### config.mk
export PLATFORM = sky130hd
export DESIGN_NAME = ps2_rx_fifo
export DESIGN_NICKNAME = d
export VERILOG_FILES = /design/src/rtl/bk_ps2_pkg.sv /design/src/rtl/ps2_filter.sv /design/src/rtl/ps2_rx_fifo.sv
export SDC_FILE = /design/constraint.sdc
export NUM_CORES = 1
export LEC_CHECK = 0
export ABC_AREA = 1
export CAP_MARGIN = 30
export CORE_UTILIZATION = 48
export DETAILED_ROUTE_END_ITERATION = 6
export GPL_TIMING_DRIVEN = 0
export PLACE_DENSITY = 0.65
export SYNTH_ARGS = -nofsm -noshare
export SYNTH_HDL_FRONTEND = slang
export SYNTH_SLANG_ARGS = --single-unit
### constraint.sdc
create_clock -name clk25 -period 2.9 [get_ports clk25]
set_clock_uncertainty 0.2 [all_clocks]
set_input_delay 0.58 -clock clk25 [delete_from_list [all_inputs] [get_ports clk25]]
set_output_delay 0.58 -clock clk25 [all_outputs]
set_load 0.03 [all_outputs]
### src/rtl/bk_ps2_pkg.sv
// Shared PS/2 receiver definitions: frame FSM states, prefix codes and the
// FIFO entry layout {ext, brk, code}.
package bk_ps2_pkg;

    localparam int unsigned ENTRY_W = 10;

    localparam logic [7:0] PS2_PREFIX_EXT = 8'hE0;
    localparam logic [7:0] PS2_PREFIX_BRK = 8'hF0;

    typedef enum logic [1:0] {
        ST_IDLE   = 2'd0,
        ST_DATA   = 2'd1,
        ST_PARITY = 2'd2,
        ST_STOP   = 2'd3
    } ps2_state_t;

    typedef struct packed {
        logic       ext;
        logic       brk;
        logic [7:0] code;
    } ps2_entry_t;

endpackage

### src/rtl/ps2_filter.sv
// PS/2 line conditioning: 2-FF synchronizers on clock and data, a glitch
// filter on the clock, and a one-cycle strobe on each filtered falling edge.
// Ports:
//   clk, rst       - system clock, async active-high reset
//   ps2_clk        - raw PS/2 clock
//   ps2_data       - raw PS/2 data
//   data_s         - synchronized data, valid to sample when fall=1
//   fall           - one-cycle pulse on a filtered 1->0 clock transition
module ps2_filter #(
    parameter int unsigned FILTER_LEN = 8
) (
    input  logic clk,
    input  logic rst,
    input  logic ps2_clk,
    input  logic ps2_data,
    output logic data_s,
    output logic fall
);

    localparam int unsigned CNT_W = $clog2(FILTER_LEN + 1);

    logic             clk_meta;
    logic             clk_s;
    logic             data_meta;
    logic             filt;
    logic [CNT_W-1:0] cnt;

    // Synchronizers; both lines idle high on the bus.
    always_ff @(posedge clk or posedge rst) begin
        if (rst) begin
            clk_meta  <= 1'b1;
            clk_s     <= 1'b1;
            data_meta <= 1'b1;
            data_s    <= 1'b1;
        end else begin
            clk_meta  <= ps2_clk;
            clk_s     <= clk_meta;
            data_meta <= ps2_data;
            data_s    <= data_meta;
        end
    end

    // The filtered level flips only after FILTER_LEN consecutive samples
    // disagree with it; any agreeing sample restarts the run.
    always_ff @(posedge clk or posedge rst) begin
        if (rst) begin
            filt <= 1'b1;
            cnt  <= '0;
            fall <= 1'b0;
        end else begin
            fall <= 1'b0;
            if (clk_s == filt) begin
                cnt <= '0;
            end else if (cnt == CNT_W'(FILTER_LEN - 1)) begin
                filt <= clk_s;
                cnt  <= '0;
                fall <= filt;
            end else begin
                cnt <= cnt + CNT_W'(1);
            end
        end
    end

endmodule

### src/rtl/ps2_rx_fifo.sv
// PS/2 keyboard receiver: frames scancodes off the PS/2 bus, folds E0/F0
// prefixes into ext/brk flags and queues {ext, brk, code} in a show-ahead FIFO.
// Optional feature macro: PS2_PARITY_CHECK_EN (enables odd-parity checking;
// when undefined the parity bit is sampled and ignored).
// Ports:
//   clk25, reset_in   - 25 MHz clock, async active-high reset
//   ps2_clk, ps2_data - raw PS/2 bus lines
//   code_o/ext_o/brk_o - FIFO head entry, zero when empty
//   valid_o           - FIFO not empty
//   read_i            - pop request
//   overflow_o        - sticky, a code was dropped; clears on next pop
//   err_o             - one-cycle pulse on a rejected frame
module ps2_rx_fifo
    import bk_ps2_pkg::*;
#(
    parameter int unsigned FIFO_DEPTH     = 4,
    parameter int unsigned FILTER_LEN     = 8,
    parameter int unsigned TIMEOUT_CYCLES = 25000
) (
    input  logic       clk25,
    input  logic       reset_in,
    input  logic       ps2_clk,
    input  logic       ps2_data,
    output logic [7:0] code_o,
    output logic       ext_o,
    output logic       brk_o,
    output logic       valid_o,
    input  logic       read_i,
    output logic       overflow_o,
    output logic       err_o
);

    localparam int unsigned PTR_W = $clog2(FIFO_DEPTH);
    localparam int unsigned TO_W  = $clog2(TIMEOUT_CYCLES + 1);

    logic data_s;
    logic fall;

    ps2_filter #(
        .FILTER_LEN (FILTER_LEN)
    ) u_filter (
        .clk      (clk25),
        .rst      (reset_in),
        .ps2_clk  (ps2_clk),
        .ps2_data (ps2_data),
        .data_s   (data_s),
        .fall     (fall)
    );

    ps2_state_t      state, state_nxt;
    logic [7:0]      shift_q, shift_nxt;
    logic [2:0]      bit_cnt, bit_cnt_nxt;
    logic [TO_W-1:0] tcnt, tcnt_nxt;
    logic            par_bad, par_bad_nxt;
    logic            pend_ext, pend_ext_nxt;
    logic            pend_brk, pend_brk_nxt;
    logic            push_req, push_nxt;
    ps2_entry_t      push_entry, entry_nxt;
    logic            err_nxt;

    // Frame FSM next-state and datapath.
    always_comb begin
        state_nxt    = state;
        shift_nxt    = shift_q;
        bit_cnt_nxt  = bit_cnt;
        par_bad_nxt  = par_bad;
        pend_ext_nxt = pend_ext;
        pend_brk_nxt = pend_brk;
        push_nxt     = 1'b0;
        entry_nxt    = push_entry;
        err_nxt      = 1'b0;

        if (state == ST_IDLE || fall) begin
            tcnt_nxt = '0;
        end else begin
            tcnt_nxt = tcnt + TO_W'(1);
        end

        case (state)
            ST_IDLE: begin
                if (fall && !data_s) begin
                    state_nxt   = ST_DATA;
                    bit_cnt_nxt = 3'd0;
                    par_bad_nxt = 1'b0;
                end
            end
            ST_DATA: begin
                if (fall) begin
                    shift_nxt   = {data_s, shift_q[7:1]};
                    bit_cnt_nxt = bit_cnt + 3'd1;
                    if (bit_cnt == 3'd7) begin
                        state_nxt = ST_PARITY;
                    end
                end
            end
            ST_PARITY: begin
                if (fall) begin
`ifdef PS2_PARITY_CHECK_EN
                    par_bad_nxt = ~(^{shift_q, data_s});
`else
                    par_bad_nxt = 1'b0;
`endif
                    state_nxt = ST_STOP;
                end
            end
            ST_STOP: begin
                if (fall) begin
                    state_nxt = ST_IDLE;
                    if (!data_s || par_bad) begin
                        err_nxt      = 1'b1;
                        pend_ext_nxt = 1'b0;
                        pend_brk_nxt = 1'b0;
                    end else if (shift_q == PS2_PREFIX_EXT) begin
                        pend_ext_nxt = 1'b1;
                    end else if (shift_q == PS2_PREFIX_BRK) begin
                        pend_brk_nxt = 1'b1;
                    end else begin
                        push_nxt       = 1'b1;
                        entry_nxt.ext  = pend_ext;
                        entry_nxt.brk  = pend_brk;
                        entry_nxt.code = shift_q;
                        pend_ext_nxt   = 1'b0;
                        pend_brk_nxt   = 1'b0;
                    end
                end
            end
            default: state_nxt = ST_IDLE;
        endcase

        // Stalled frame: abandon it and drop any prefix context.
        if (state != ST_IDLE && !fall && tcnt == TO_W'(TIMEOUT_CYCLES - 1)) begin
            state_nxt    = ST_IDLE;
            err_nxt      = 1'b1;
            pend_ext_nxt = 1'b0;
            pend_brk_nxt = 1'b0;
        end
    end

    // Frame FSM registers.
    always_ff @(posedge clk25 or posedge reset_in) begin
        if (reset_in) begin
            state      <= ST_IDLE;
            shift_q    <= '0;
            bit_cnt    <= '0;
            tcnt       <= '0;
            par_bad    <= 1'b0;
            pend_ext   <= 1'b0;
            pend_brk   <= 1'b0;
            push_req   <= 1'b0;
            push_entry <= '0;
            err_o      <= 1'b0;
        end else begin
            state      <= state_nxt;
            shift_q    <= shift_nxt;
            bit_cnt    <= bit_cnt_nxt;
            tcnt       <= tcnt_nxt;
            par_bad    <= par_bad_nxt;
            pend_ext   <= pend_ext_nxt;
            pend_brk   <= pend_brk_nxt;
            push_req   <= push_nxt;
            push_entry <= entry_nxt;
            err_o      <= err_nxt;
        end
    end

    // FIFO: pointers carry one extra bit to tell full from empty.
    ps2_entry_t       mem [FIFO_DEPTH];
    logic [PTR_W:0]   wr_ptr;
    logic [PTR_W:0]   rd_ptr;
    logic             empty;
    logic             full;
    logic             pop;
    logic             do_push;
    ps2_entry_t       head;

    assign empty   = (wr_ptr == rd_ptr);
    assign full    = (wr_ptr[PTR_W] != rd_ptr[PTR_W]) &&
                     (wr_ptr[PTR_W-1:0] == rd_ptr[PTR_W-1:0]);
    assign pop     = read_i && !empty;
    // A same-cycle pop frees the slot, so a push into a full FIFO still lands.
    assign do_push = push_req && (!full || pop);

    always_ff @(posedge clk25) begin
        if (do_push) begin
            mem[wr_ptr[PTR_W-1:0]] <= push_entry;
        end
    end

    always_ff @(posedge clk25 or posedge reset_in) begin
        if (reset_in) begin
            wr_ptr     <= '0;
            rd_ptr     <= '0;
            overflow_o <= 1'b0;
        end else begin
            if (do_push) begin
                wr_ptr <= wr_ptr + (PTR_W + 1)'(1);
            end
            if (pop) begin
                rd_ptr     <= rd_ptr + (PTR_W + 1)'(1);
                overflow_o <= 1'b0;
            end else if (push_req && !do_push) begin
                overflow_o <= 1'b1;
            end
        end
    end

    // Show-ahead head, forced to zero when empty.
    assign head    = mem[rd_ptr[PTR_W-1:0]];
    assign valid_o = !empty;
    assign code_o  = valid_o ? head.code : 8'h00;
    assign ext_o   = valid_o ? head.ext  : 1'b0;
    assign brk_o   = valid_o ? head.brk  : 1'b0;

endmodule

==> flow_summary.yaml <==
yosys:
  ys_seq_area_share_pct: 61.08
  yosys.cell_types.count: 29
  synth_ff_type: "dfrtp_1"
  yosys_register_bits: 99
  async_flop_share_pct: 59.60
  syn_area_um2: 4394
  synth.area.top_cells: "dfrtp_1, edfxtp_1, nand2_1"
  synth_nets: 463
  synth_edf_count: 40
  yosysTopAreaCell: "dfrtp_1"
  synth.avg_cell_area_um2: 9.897
  netlist.area_leader.share_pct: 30.75
  ys.warnings.count: 0
  syn_inst: 444
clock_network:
  clockRootBuffer: "clkbuf_8"
  cts.path.max_buffers: 2
  htreeDepth: 3
  cts_tree: "yes"
  clk_pin_slew_ps: 100
  clk_latency_ps: 360
  cts.sinks: 99
  numCtsBuffers: 9
sta:
  setup-violations-final: 0
  setup_ws_ps: 166.0
  maxSlewHeadroom_pct: 35.97
  timing.fmax_mhz: 365.8
  worstMarginPinSlew_ps: 957.0
  finalCriticalPeriod_ps: 2734
  holdWs_ps: 160.8
  hold_viol: 0
  post-route-period-util_pct: 94.28
  tns_ps: 0
  finalMaxSlewViolations: 0
  rsz0062_at_grt: "no"
worst_setup_path:
  critPathKind: "reg2out"
  reg2regPathDepth: 7
  reg2reg_setup_slack_ps: 630
  cp-start-kind: "flop"
  reg2reg_from: "wr_ptr[1]$_DFFE_PP0P_"
  crit_path_end_kind: "primary output"
  critPathArrivalTime_ps: 1950
  r2r-end: "mem[0][8]$_DFFE_PP_"
  cp_data_required_time_ps: 2120
  worstPathMaxFanout: 10
placed_design:
  dpl.hpwl_um: 5156
  routabilityCongestion: 0.8184
  dp_cells: 571
  placed_cell_area_um2: 4727
  dp_slack_ps: 15.80
  port_buffers: 17
power_and_ir_drop:
  intPower_mw: 2.287
  clock_power_share_pct: 23.1
  finalPower_mw: 3.754
  vdd_ir_drop_max_mv: 0.4233
  power_switching_share_pct: 39.07
  p_comb_share_pct: 34.4
  power.switching_mw: 1.467
  power_leakage_nw: 2.159
  power_density_nw_per_um2: 761.3
  p_seq_share_pct: 42.5
min_path:
  min_from: "u_filter.data_meta$_DFF_PP1_"
  hold_class: "reg2reg"
  min_to: "u_filter.data_s$_DFF_PP1_"
  whs_path_depth: 0
status:
  status: "finished, violations left"
  violations: "design-rule violations"
cells_and_area:
  fin_nets: 496
  nFillCells: 784
  syn2layout_area_growth_pct: 12.22
  diodes: 0
  fin_util_pct: 56.00
  stdcell_area_um2: 4931
  final_cells: 590
  layout_common_cells: "nand2_1, nor2_1, inv_1, dfrtp_1, o21ai_0"
  layout_commonest_cell: "nand2_1"
  drive_gt1_share_pct: 12.03
drt:
  vias: 2975
  drt_iter0_drc: 155
  viasPerCell: 5.042
  postRouteWirelength_um: 7551
  routedWlPerCell_um: 12.80
  drc_errors: 8
  dr.pass1.iters: 6
  ant_nets: 0
job:
  max_cap_violations: 0
grt:
  grt_overflow_total: 0
  antenna_found_initial: 0
  grt_max_degree: 45
  grt_pass1_wl_um: 13300
  grtUsageTotal_pct: 17.56
  grt_pass1_vias: 2844
die:
  num_rows: 34
  die_w_um: 97.68
  die_h_um: 97.68
  ios: 18
  die-area_um2: 9541
  floorplan.initialDensity_pct: 49.90
  core_area_um2: 8806
-- power by group through the flow --
| stage | Sequential, mW | Combinational, mW | Clock, mW |
|---|---|---|---|
| floorplan | 1.61 | 0.909 | 0 |
| finish | 1.60 | 1.29 | 0.869 |
| global route | 1.61 | 1.45 | 0.959 |
| detailed placement | 1.63 | 1.36 | 0 |
| CTS | 1.60 | 1.28 | 0.897 |
| global placement | 1.62 | 1.32 | 0 |
-- repair_timing --
item                       CTS  global route
gates resized for setup     17            14
setup endpoints to repair   11             9
cloned                       0             0
hold buffers                 0             0
setup buffers                0             2
-- sequential cells by signal, indices dropped and copies added, names as in the netlist, 2 cells and up --
| name | count |
|---|---|
| push_entry | 10 |
| shift_q | 8 |
| mem | 40 |
| rd_ptr | 3 |
| tcnt | 15 |
| bit_cnt | 3 |
| wr_ptr | 3 |
| state | 2 |
| u_filter.cnt | 4 |
-- layout make-up --
type	instances	area (um^2)	share of cell area, %
Clock inverter	7	78.83	1.599
Timing Repair Buffer	22	188.9	3.832
Multi-Input combinational cell	280	1449	29.38
Inverter	56	210.2	4.263
Tap cell	108	135.1	2.740
Sequential cell	99	2684	54.43
Buffer	9	61.31	1.243
Clock buffer	9	123.9	2.512
-- logic make-up (layout without fill, tap and decap cells) --
| family | after synthesis | count (layout) | synth area share, % |
|---|---|---|---|
| simple gates | 184 | 184 | 17.54 |
| flops | 99 | 99 | 61.08 |
| fa+ha+maj | 14 | 14 | 3.986 |
| buf+inv | 65 | 103 | 5.951 |
| compound gates | 71 | 71 | 9.254 |
| xor+xnor | 11 | 11 | 2.193 |
-- worst max-delay path: stages, from the launching register on --
cell,delay (ps)
dfrtp_1,420
inv_1,120
clkbuf_2,300
nor2_1,70
o22ai_1,190
nand2_1,70
inv_1,50
dlygate4sd2_1,380
-- routing by layer --
| layer | vias to the layer above | global-route usage (%) | wire length [um] |
|---|---|---|---|
| met5 | - | 0 | 0 |
| met4 | 0 | 6.294 | 91 |
| met3 | 8 | 2.734 | 199 |
| met2 | 35 | 29.68 | 3677 |
| met1 | 1427 | 22.98 | 3583 |
| li1 | 1505 | - | - |
-- worst max-delay path by stage --
stage | startpoint | cells past startpoint | slack, ps | endpoint
after global placement | reset_in | 2 | -360 | u_filter.cnt[0]$_DFF_PP0_
after detailed placement | rd_ptr[0]$_DFFE_PP0P_ | 7 | 20 | code_o[4]
after global routing | wr_ptr[1]$_DFFE_PP0P_ | 9 | 3 | ext_o
after CTS | wr_ptr[1]$_DFFE_PP0P_ | 9 | 90 | code_o[6]
final | rd_ptr[0]$_DFFE_PP0P_ | 7 | 170 | code_o[2]
after floorplan | reset_in | 1 | 670 | bit_cnt[0]$_DFFE_PP0P_
-- cells in the mapped netlist (2+ instances only) --
master and instances:
nand4_1 5, nand2_1 95, inv_1 56, nand3_1 13, nor2_4 2, edfxtp_1 40, nand2_2 3, xnor2_1 2
dfstp_2 5, dfrtp_1 54, nor2_1 57, clkbuf_1 7, nor3_1 4, xor2_1 9, a21oi_1 7, o21ai_2 8
o21ai_0 43, ha_1 14, o22ai_1 10
Note: power is estimated with default switching activity, not from simulation.
